**config.mk**
```make
export PLATFORM = sky130hd
export DESIGN_NAME = seg_scan_mux
export DESIGN_NICKNAME = d
export VERILOG_FILES = /design/src/rtl/seg_pkg.sv /design/src/rtl/scan_edge_sync.sv /design/src/rtl/seg_scan_mux.sv
export SDC_FILE = /design/constraint.sdc
export NUM_CORES = 1
export LEC_CHECK = 0
export ABC_CLOCK_PERIOD_IN_PS = 3000
export BUFFER_PORTS_ARGS = -buffer_cell sky130_fd_sc_hd__buf_2
export CAP_MARGIN = 20
export CORE_MARGIN = 3
export CORE_UTILIZATION = 31
export CTS_BUF_LIST = sky130_fd_sc_hd__clkbuf_8
export CTS_CLUSTER_DIAMETER = 50
export DETAILED_ROUTE_END_ITERATION = 12
export PLACE_DENSITY = 0.6
export SLEW_MARGIN = 25
export SYNTH_ARGS = -nofsm -noshare
export SYNTH_HDL_FRONTEND = slang
export SYNTH_HIERARCHICAL = 1
export SYNTH_SLANG_ARGS = --single-unit
export TNS_END_PERCENT = 5
```
**constraint.sdc**
```tcl
create_clock -name clk_in -period 3 [get_ports clk_in]
set_input_delay 0.6 -clock clk_in [delete_from_list [all_inputs] [get_ports clk_in]]
set_output_delay 0.6 -clock clk_in [all_outputs]
set_load 0.02 [all_outputs]
```
**src/rtl/seg_pkg.sv**
```systemverilog
// Shared definitions for the multiplexed 7-segment display driver.
//  - SEG_A..SEG_G : bit positions of each segment within a {g,f,e,d,c,b,a} word
//  - hex7()       : hex nibble to active-high segment pattern
package seg_pkg;

  localparam int SEG_W = 7;

  localparam int SEG_A = 0;
  localparam int SEG_B = 1;
  localparam int SEG_C = 2;
  localparam int SEG_D = 3;
  localparam int SEG_E = 4;
  localparam int SEG_F = 5;
  localparam int SEG_G = 6;

  // Active-high {g,f,e,d,c,b,a}. Lower-case glyphs are used for b and d so
  // that they are not confused with 8 and 0.
  function automatic logic [SEG_W-1:0] hex7(input logic [3:0] nib);
    logic [SEG_W-1:0] seg;
    case (nib)
      4'h0:    seg = 7'h3F;
      4'h1:    seg = 7'h06;
      4'h2:    seg = 7'h5B;
      4'h3:    seg = 7'h4F;
      4'h4:    seg = 7'h66;
      4'h5:    seg = 7'h6D;
      4'h6:    seg = 7'h7D;
      4'h7:    seg = 7'h07;
      4'h8:    seg = 7'h7F;
      4'h9:    seg = 7'h6F;
      4'hA:    seg = 7'h77;
      4'hB:    seg = 7'h7C;
      4'hC:    seg = 7'h39;
      4'hD:    seg = 7'h5E;
      4'hE:    seg = 7'h79;
      default: seg = 7'h71;
    endcase
    return seg;
  endfunction

endpackage

```
**src/rtl/scan_edge_sync.sv**
```systemverilog
// Brings the divided scan square wave into the clk_in domain and turns each
// rising edge into a single-cycle pulse. The scan wave is treated as data.
//  clk_in : system clock
//  rst    : synchronous, active-high reset
//  sig_in : asynchronous level input (divided clock)
//  pulse  : one clk_in cycle high per rising edge of sig_in
module scan_edge_sync (
  input  logic clk_in,
  input  logic rst,
  input  logic sig_in,
  output logic pulse
);

  logic sq0, sq1, sq2;

  // sq0/sq1 form the metastability filter; sq2 holds the previous settled
  // level so only a 0->1 transition produces a pulse, however long the high.
  always_ff @(posedge clk_in) begin
    if (rst) begin
      sq0 <= 1'b0;
      sq1 <= 1'b0;
      sq2 <= 1'b0;
    end else begin
      sq0 <= sig_in;
      sq1 <= sq0;
      sq2 <= sq1;
    end
  end

  assign pulse = sq1 & ~sq2;

endmodule

```
**src/rtl/seg_scan_mux.sv**
```systemverilog
// Time-multiplexed 7-segment display driver. Each rising edge of the divided
// scan clock advances to the next digit; a whole frame of display data is
// captured when digit 0 comes round so a frame is never torn mid-scan.
//  clk_in      : system clock (only clock)
//  rst         : synchronous, active-high reset
//  scan_clk    : divided square wave, used as a scan-rate level
//  data_in     : hex nibbles, digit k = data_in[4k+3:4k]
//  dp_in       : decimal point per digit
//  digit_en    : per-digit enable; disabled digits stay dark
//  seg_out     : shared segments {g,f,e,d,c,b,a}
//  dp_out      : decimal point of the current digit
//  an_out      : digit anodes, at most one asserted
//  frame_start : one-cycle pulse when digit 0 begins and a frame is latched
module seg_scan_mux
  import seg_pkg::*;
#(
  parameter int N_DIGITS     = 4,
  parameter int BLANK_CYCLES = 2,
  parameter int ACTIVE_LOW   = 1
) (
  input  logic                  clk_in,
  input  logic                  rst,
  input  logic                  scan_clk,
  input  logic [4*N_DIGITS-1:0] data_in,
  input  logic [N_DIGITS-1:0]   dp_in,
  input  logic [N_DIGITS-1:0]   digit_en,
  output logic [SEG_W-1:0]      seg_out,
  output logic                  dp_out,
  output logic [N_DIGITS-1:0]   an_out,
  output logic                  frame_start
);

  localparam int IDX_W = (N_DIGITS > 1) ? $clog2(N_DIGITS) : 1;
  localparam int BLK_W = (BLANK_CYCLES > 0) ? $clog2(BLANK_CYCLES + 1) : 1;

  localparam logic [IDX_W-1:0] IDX_LAST = IDX_W'(N_DIGITS - 1);
  localparam logic [BLK_W-1:0] BLK_LOAD = BLK_W'(BLANK_CYCLES);
  // XOR mask: all-ones when asserted level is low, so "off" becomes all-ones.
  localparam logic             POL      = (ACTIVE_LOW != 0);

  logic step_p0;

  logic [IDX_W-1:0]      idx_p1;
  logic [IDX_W-1:0]      idx_nxt;
  logic [BLK_W-1:0]      blank_cnt_p1;
  logic [4*N_DIGITS-1:0] shadow_data_p1;
  logic [N_DIGITS-1:0]   shadow_dp_p1;
  logic [N_DIGITS-1:0]   shadow_en_p1;
  logic                  frame_start_p1;

  logic [3:0]            nib_sel;
  logic                  dp_sel;
  logic                  en_sel;
  logic [N_DIGITS-1:0]   an_sel;
  logic                  lit;

  logic [SEG_W-1:0]      seg_p2;
  logic                  dp_p2;
  logic [N_DIGITS-1:0]   an_p2;

  // ---- stage p0: scan edge detect --------------------------------------
  scan_edge_sync u_sync (
    .clk_in (clk_in),
    .rst    (rst),
    .sig_in (scan_clk),
    .pulse  (step_p0)
  );

  assign idx_nxt = (idx_p1 == IDX_LAST) ? '0 : idx_p1 + IDX_W'(1);

  // ---- stage p1: digit index, blanking, frame shadow -------------------
  // Reset parks idx on the last digit so the first step wraps to 0 and
  // latches a fresh frame. A step during blanking restarts the dead time.
  always_ff @(posedge clk_in) begin
    if (rst) begin
      idx_p1         <= IDX_LAST;
      blank_cnt_p1   <= '0;
      shadow_data_p1 <= '0;
      shadow_dp_p1   <= '0;
      shadow_en_p1   <= '0;
      frame_start_p1 <= 1'b0;
    end else begin
      frame_start_p1 <= 1'b0;
      if (step_p0) begin
        idx_p1       <= idx_nxt;
        blank_cnt_p1 <= BLK_LOAD;
        if (idx_nxt == '0) begin
          shadow_data_p1 <= data_in;
          shadow_dp_p1   <= dp_in;
          shadow_en_p1   <= digit_en;
          frame_start_p1 <= 1'b1;
        end
      end else if (blank_cnt_p1 != '0) begin
        blank_cnt_p1 <= blank_cnt_p1 - BLK_W'(1);
      end
    end
  end

  always_comb begin
    nib_sel = '0;
    dp_sel  = 1'b0;
    en_sel  = 1'b0;
    an_sel  = '0;
    for (int k = 0; k < N_DIGITS; k++) begin
      if (idx_p1 == IDX_W'(k)) begin
        nib_sel   = shadow_data_p1[4*k +: 4];
        dp_sel    = shadow_dp_p1[k];
        en_sel    = shadow_en_p1[k];
        an_sel[k] = 1'b1;
      end
    end
  end

  assign lit = (blank_cnt_p1 == '0) && en_sel;

  // ---- stage p2: registered, polarity-corrected outputs ----------------
  always_ff @(posedge clk_in) begin
    if (rst || !lit) begin
      an_p2  <= {N_DIGITS{POL}};
      seg_p2 <= {SEG_W{POL}};
      dp_p2  <= POL;
    end else begin
      an_p2  <= an_sel ^ {N_DIGITS{POL}};
      seg_p2 <= hex7(nib_sel) ^ {SEG_W{POL}};
      dp_p2  <= dp_sel ^ POL;
    end
  end

  assign an_out      = an_p2;
  assign seg_out     = seg_p2;
  assign dp_out      = dp_p2;
  assign frame_start = frame_start_p1;

endmodule

```
==> results of run 1 <==
-- cell families after synthesis --
family	count (synthesis)	share of synthesized area (%)
buffers and inverters	24	6.358
adders and majority gates	11	7.065
muxes	4	2.376
DFF	44	45.21
AOI/OAI and AO/OA	52	16.76
and+or+nand+nor	94	22.22
-- routing by layer --
layer  vias to the layer above  wire [um]
met1                       717       1927
met3                         8        257
met4                         0         68
met2                        43       1833
li1                        830          -
met5                         -          0
-- synth_stat cells --
| library cell | n | area (um^2) |
|---|---|---|
| a21o_1 | 1 | 7.510 |
| o21ai_0 | 5 | 25.02 |
| nor3_1 | 3 | 15.01 |
| mux2_2 | 1 | 11.26 |
| o211ai_2 | 1 | 12.51 |
| o21ai_1 | 1 | 5.000 |
| nor2_1 | 4 | 15.01 |
| nor3b_2 | 1 | 12.51 |
| clkbuf_1 | 8 | 30.03 |
| ha_1 | 11 | 137.6 |
| nand3b_1 | 2 | 15.01 |
| and2_4 | 1 | 8.760 |
| or3_1 | 1 | 6.260 |
| mux2i_1 | 2 | 20.02 |
| o211ai_1 | 5 | 37.54 |
| mux2_4 | 1 | 15.01 |
| and2b_4 | 1 | 10.01 |
| buf_6 | 4 | 45.04 |
| nor4b_1 | 1 | 8.760 |
| a311oi_2 | 2 | 30.03 |
| nor2b_1 | 4 | 25.02 |
| nand2_1 | 68 | 255.2 |
| o221ai_1 | 3 | 26.28 |
| buf_2 | 3 | 15.01 |
| o2111ai_1 | 1 | 8.760 |
| a311o_1 | 1 | 10.01 |
| and2_0 | 1 | 6.260 |
| a21oi_1 | 31 | 155.2 |
| or2_2 | 1 | 6.260 |
| nor3b_1 | 1 | 7.510 |
| nand3_1 | 2 | 10.01 |
| inv_1 | 9 | 33.78 |
| o311ai_1 | 1 | 8.760 |
| nor2b_2 | 1 | 8.760 |
| dfxtp_1 | 44 | 880.8 |
| nand3b_2 | 1 | 11.26 |
| nor2_4 | 1 | 11.26 |
-- registers in the layout (all words and copies together), names as in the netlist, 2 cells and up --
register and count:
an_out 4, blank_cnt_p1 2, idx_p1 2, seg_out 7, shadow_data_p1 16, shadow_dp_p1 4, shadow_en_p1 4
-- worst min path at each step --
| stage | from | to | cells after the start |
|---|---|---|---|
| 6_report | u_sync/sq0 | u_sync/sq1 | 1 |
| 5_1_grt | shadow_en_p1[3] | an_out[3] | 1 |
| 4_1_cts | shadow_en_p1[3] | an_out[3] | 1 |
| 3_5_place_dp | shadow_en_p1[3] | an_out[3] | 1 |
| 3_3_place_gp | u_sync/sq0 | u_sync/sq1 | 1 |
| 2_1_floorplan | shadow_en_p1[3] | an_out[3] | 1 |
-- worst max-delay path, stage by stage (launching register included) --
cell,delay (ps)
dfxtp_1,330
inv_1,110
ha_1,390
inv_1,110
or3_1,360
o211ai_1,240
inv_1,170
ha_1,270
inv_1,80
nor2_1,60
a21oi_1,160
o221ai_1,140
-- power by group through the flow --
stage	logic, mW	registers (mW)	clock network (mW)
2_1_floorplan	0.116	0.625	0
3_3_place_gp	0.149	0.623	0
3_5_place_dp	0.150	0.624	0
4_1_cts	0.151	0.610	0.396
5_1_grt	0.169	0.612	0.423
6_report	0.150	0.610	0.382
-- layout by cell type, fill, tap and decap left out, types with 2 or more instances in the layout --
cell type	netlist	layout
dfxtp_1	44	44
nor2_1	4	4
inv_1	9	9
nor2b_1	4	4
nand3_1	2	2
mux2i_1	2	2
nand2_1	68	68
buf_2	3	39
o221ai_1	3	3
ha_1	11	11
clkbuf_8	0	6
a311oi_2	2	2
a21oi_1	31	31
nor3_1	3	3
o211ai_1	5	5
o21ai_0	5	5
clkinv_2	0	2
nand3b_1	2	2
-- cell type report --
type | instances | area share [%]
clock buffers | 6 | 3.675
repair buffers | 40 | 9.020
well taps | 75 | 4.176
flip-flops and latches | 44 | 39.20
clock inverters | 2 | 0.4454
multi-input cells | 161 | 41.98
inverters | 9 | 1.503
-- metrics by stage --
stage,utilization [%],cells
2_1_floorplan,-,229
3_5_place_dp,35.96,329
6_report,37.51,337
4_1_cts,37.51,337
3_3_place_gp,35.96,329
5_1_grt,37.51,337
==> out/metrics.yaml, run 1 <==
status:
  outcome: "completed"
setup_path:
  end_kind: "flop"
  rr_startpoint: "idx_p1[0]"
  crit_type: "flop to flop"
  worstRegToRegCells: 11
  crit_path_start: "idx_p1[0]"
  cp.required_ps: 3150
  regToRegSetupSlack_ps: 420
  path_max_fanout: 9
  endpoint: "seg_out[6]"
  reg2reg_to: "seg_out[6]"
  critPathArrivalTime_ps: 2730
  worstSetupStartpointType: "flop"
detailed_routing:
  routedWlPerCell_um: 12.12
  vias: 1598
  drtIter0Drc: 80
  via_per_inst: 4.742
  drtPass1Iterations: 4
  remaining_drc_errors: 0
  ant_nets: 0
  finalWirelength_um: 4086
power:
  p_sw_share_pct: 25.86
  p_per_area_nw_per_um2: 508.2
  power.switching_mw: 0.2953
  peakVddDrop_uv: 199.3
  p_clk_share_pct: 33.5
  leakagePower_nw: 0.8636
  p_total_mw: 1.142
  p_seq_share_pct: 53.4
  p_int_mw: 0.8468
  combPwrFrac_pct: 13.1
floorplan:
  die_h_um: 85.28
  core_area_um2: 5991
  ios: 40
  die_w_um: 85.28
  die_area_um2: 7272
  start_util_pct: 32.52
  num_rows: 28
clock_tree:
  ctsResizeCount: 0
  htree_levels: 2
  clk_latency_ps: 300
  numCtsBuffers: 5
  hold_buffers: 0
  clock-sinks: 44
  path_clk_slew_ps: 80
  cts_tree: "done"
  cts_setup_buffers: 0
  clockBufferDepth: 2
  cts_root_buf: "clkbuf_8"
place:
  pre_cts_ws_ps: 436.3
  gp_congestion: 0.7949
  dpl_cell_area_um2: 2155
  io_buffers: 39
  dp_hpwl_um: 2948
synth:
  synth_fp_nets: 267
  ys_types: 37
  synthCells: 229
  syn_avg_cell_area_um2: 8.507
  synth-seq-area-share_pct: 45.22
  syn_area_um2: 1948
  yosys_warnings: 6
  synth_seq_cells: 44
global_route:
  grt_usage_pct: 11.70
  globalRouteOverflowTotal: 0
  top_usage_layer: "met2"
  grt_pass1_vias: 1510
  grt_pass1_wl_um: 6741
  grtUsageMet1_pct: 14.57
  met2_usage_pct: 18.43
  antenna_found_initial: 0
  use_met3_pct: 4.369
  grt_start_max_net_pins: 33
sta:
  fin_setup_tns_ps: 0
  fmax_mhz: 387.8
  layout_min_cycle_time_ps: 2579
  setup_viol: 0
  min_period_over_period_pct: 85.96
  hold_viol: 0
  slew_viol_final: 0
  whs_ps: 441.1
  finClkSkew_ps: 5.440
  relSlewSlack_pct: 44.74
  worst_pin_slew_ps: 826.9
  rsz0062_at_grt: "false"
  fin_ws_ps: 421.2
layout:
  stdcell_area_um2: 2247
  fillCellCount: 644
  multi_input_area_um2: 943.4
  seq_area_um2: 880.8
  antennaDiodeCount: 0
  area_growth_syn_to_layout_pct: 15.35
  final_nets: 299
  drive_gt1_share_pct: 22.90
flow_run:
  maxCapViolations: 0
worst_hold_path:
  hold_class: "flop to flop"
(Power assumes the default switching activity.)
==> run 2, diff against run 1 <==
--- a/config.mk
+++ b/config.mk
@@ -6,11 +6,10 @@
 export NUM_CORES = 1
 export LEC_CHECK = 0
 export ABC_CLOCK_PERIOD_IN_PS = 3000
-export BUFFER_PORTS_ARGS = -buffer_cell sky130_fd_sc_hd__buf_2
+export BUFFER_PORTS_ARGS = -buffer_cell sky130_fd_sc_hd__buf_4
 export CAP_MARGIN = 20
-export CORE_MARGIN = 3
+export CORE_MARGIN = 4
 export CORE_UTILIZATION = 31
-export CTS_BUF_LIST = sky130_fd_sc_hd__clkbuf_8
 export CTS_CLUSTER_DIAMETER = 50
 export DETAILED_ROUTE_END_ITERATION = 12
 export PLACE_DENSITY = 0.6
==> run 2 against run 1 <==
  * Design area up 5.0%
  * Die area up 4.7%
  * Non-clock buffer count unchanged
  * Sequential power about the same
  * Combinational power up 7%
  * First-iteration DRC count down 34%
  * Sequential cell count unchanged
==> out/metrics.yaml, run 2 (synthesis results as in run 1) <==
status:
  outcome: "completed"
sta:
  worst_pin_slew_ps: 830.1  # +3.222 ps
  setup_viol: 0  # unchanged
  rsz0062_at_grt: "false"
  finClkSkew_ps: 7.777  # +2.337 ps
  layout_min_cycle_time_ps: 2560  # -18.42 ps
  relSlewSlack_pct: 44.66  # -0.081 points
  slew_viol_final: 0  # unchanged
  fin_ws_ps: 439.6  # +18.41 ps
  hold_viol: 0  # unchanged
  whs_ps: 438.6  # -2.441 ps
  fmax_mhz: 390.6  # +0.72%
  fin_setup_tns_ps: 0  # unchanged
  min_period_over_period_pct: 85.35  # -0.61 points
global_route:
  antenna_found_initial: 0  # unchanged
  grt_usage_pct: 11.36  # -0.34 points
  grt_pass1_vias: 1466  # -2.9%
  globalRouteOverflowTotal: 0  # unchanged
  grt_start_max_net_pins: 33  # unchanged
  grt_pass1_wl_um: 6748  # +0.10%
setup_path:
  cp.required_ps: 3140  # about the same
  critPathArrivalTime_ps: 2700  # -30 ps
  regToRegSetupSlack_ps: 440  # +20 ps
  crit_type: "flop to flop"
  path_max_fanout: 9  # unchanged
  crit_path_start: "idx_p1[0]"
  worstSetupStartpointType: "flop"
  reg2reg_to: "seg_out[6]"
  end_kind: "flop"
  rr_startpoint: "idx_p1[0]"
  worstRegToRegCells: 11  # unchanged
flow_run:
  maxCapViolations: 0  # unchanged
clock_tree:
  cts_setup_buffers: 0  # unchanged
  cts_tree: "done"
  clockBufferDepth: 2  # unchanged
  ctsResizeCount: 0  # unchanged
  path_clk_slew_ps: 80  # about the same
  htree_levels: 2  # unchanged
  cts_root_buf: "clkbuf_8"
  clock-sinks: 44  # unchanged
  clk_latency_ps: 290  # about the same
  hold_buffers: 0  # unchanged
  numCtsBuffers: 5  # unchanged
power:
  p_per_area_nw_per_um2: 513.8  # +1.1%
  power.switching_mw: 0.2913  # -1.4%
  peakVddDrop_uv: 211.6  # +6.1%
  p_clk_share_pct: 36.5  # +3.0 points
  combPwrFrac_pct: 13.2  # about the same
  p_seq_share_pct: 50.3  # -3.1 points
  p_sw_share_pct: 24.02  # -1.8 points
  leakagePower_nw: 0.9127  # +5.7%
  p_int_mw: 0.9213  # +8.8%
layout:
  fin_util_pct: 39.16  # +1.7 points
  multi_input_area_um2: 943.4  # unchanged
  mostFrequentLayoutCell: "nand2_1"
  regMostFlops: "shadow_data_p1"
  antennaDiodeCount: 0  # unchanged
  final_cells: 337  # unchanged
  largest_reg_flops: 16  # unchanged
  final_cell_mix: "68 x nand2_1, 44 x dfxtp_1, 40 x buf_4, 31 x a21oi_1, 11 x ha_1"
  seq_area_um2: 880.8  # unchanged
  area_growth_syn_to_layout_pct: 21.13
  drive_gt1_share_pct: 22.52  # -0.38 points
  fillCellCount: 656  # +1.9%
  final_nets: 299  # unchanged
detailed_routing:
  remaining_drc_errors: 0  # unchanged
  ant_nets: 0  # unchanged
  via_per_inst: 4.703  # -0.81%
  drtPass1Iterations: 4  # unchanged
  routedWlPerCell_um: 12.05  # -0.59%
  wl_met3_um: 258  # +0.39%
  vias: 1585  # -0.81%
  met1_length_um: 1863  # -3.3%
  drtIter0Drc: 53  # -34%
  met2RoutedLength_um: 1876  # +2.3%
  finalWirelength_um: 4062  # -0.59%
  top_layer_used: "met4"
worst_hold_path:
  hold_class: "flop to flop"
  hold_start: "u_sync/sq0"
  min_path_cells: 1  # unchanged
  whs_endpoint: "u_sync/sq1"
place:
  pre_cts_ws_ps: 462.2  # +25.92 ps
  io_buffers: 39  # unchanged
  place_inst: 329  # unchanged
  dp_hpwl_um: 3014  # +2.2%
  gp_congestion: 0.8689  # +9.3%
floorplan:
  die_w_um: 87.28  # +2.3%
  start_util_pct: 32.33  # -0.19 points
  num_rows: 28  # unchanged
  ios: 40  # unchanged
  die_area_um2: 7617  # +4.7%
  die_h_um: 87.28  # +2.3%
  core_area_um2: 6026  # +0.58%
## run 2: how the worst max path moves through the flow
stage                       to  slack [ps]  cells after the start
floorplan           seg_out[3]         850                     11
global placement    seg_out[6]         440                     11
detailed placement  seg_out[6]         460                     11
CTS                 seg_out[5]         440                     11
global route        seg_out[0]         130                     11
finish              seg_out[6]         440                     11
## run 2: through the flow
| stage | power (mW) | cell area [um^2] |
|---|---|---|
| after floorplan | 0.7402 | 1948 |
| after global placement | 0.7835 | 2252 |
| after detailed placement | 0.7845 | 2252 |
| after CTS | 1.229 | 2360 |
| after global routing | 1.280 | 2360 |
| final | 1.213 | 2360 |
## run 2: layout make-up
cell class	count	area share, %
Tap cell	75	3.977
Clock inverter	2	1.485
Timing Repair Buffer	40	12.73
Multi-Input combinational cell	161	39.98
Clock buffer	6	3.075
Sequential cell	44	37.33
Inverter	9	1.432
## run 2: layer usage
layer  track usage [%]  vias to the layer above
met5                 0                        -
met4             4.184                        0
met2             17.88                       40
met1             14.82                      713
met3             3.122                        8
li1                  -                      824
## run 2: power by group through the flow
stage	clock network (mW)	logic, mW	registers, mW
final	0.442	0.160	0.610
after global routing	0.489	0.179	0.612
after CTS	0.458	0.161	0.610
after detailed placement	0	0.161	0.624
after global placement	0	0.160	0.623
after floorplan	0	0.116	0.625
## run 2: worst max-delay path, stage by stage (launching register included)
cell	delay [ps]
dfxtp_1	330
inv_1	110
ha_1	380
inv_1	110
or3_1	350
o211ai_1	250
inv_1	170
ha_1	270
inv_1	80
nor2_1	60
a21oi_1	150
o221ai_1	130
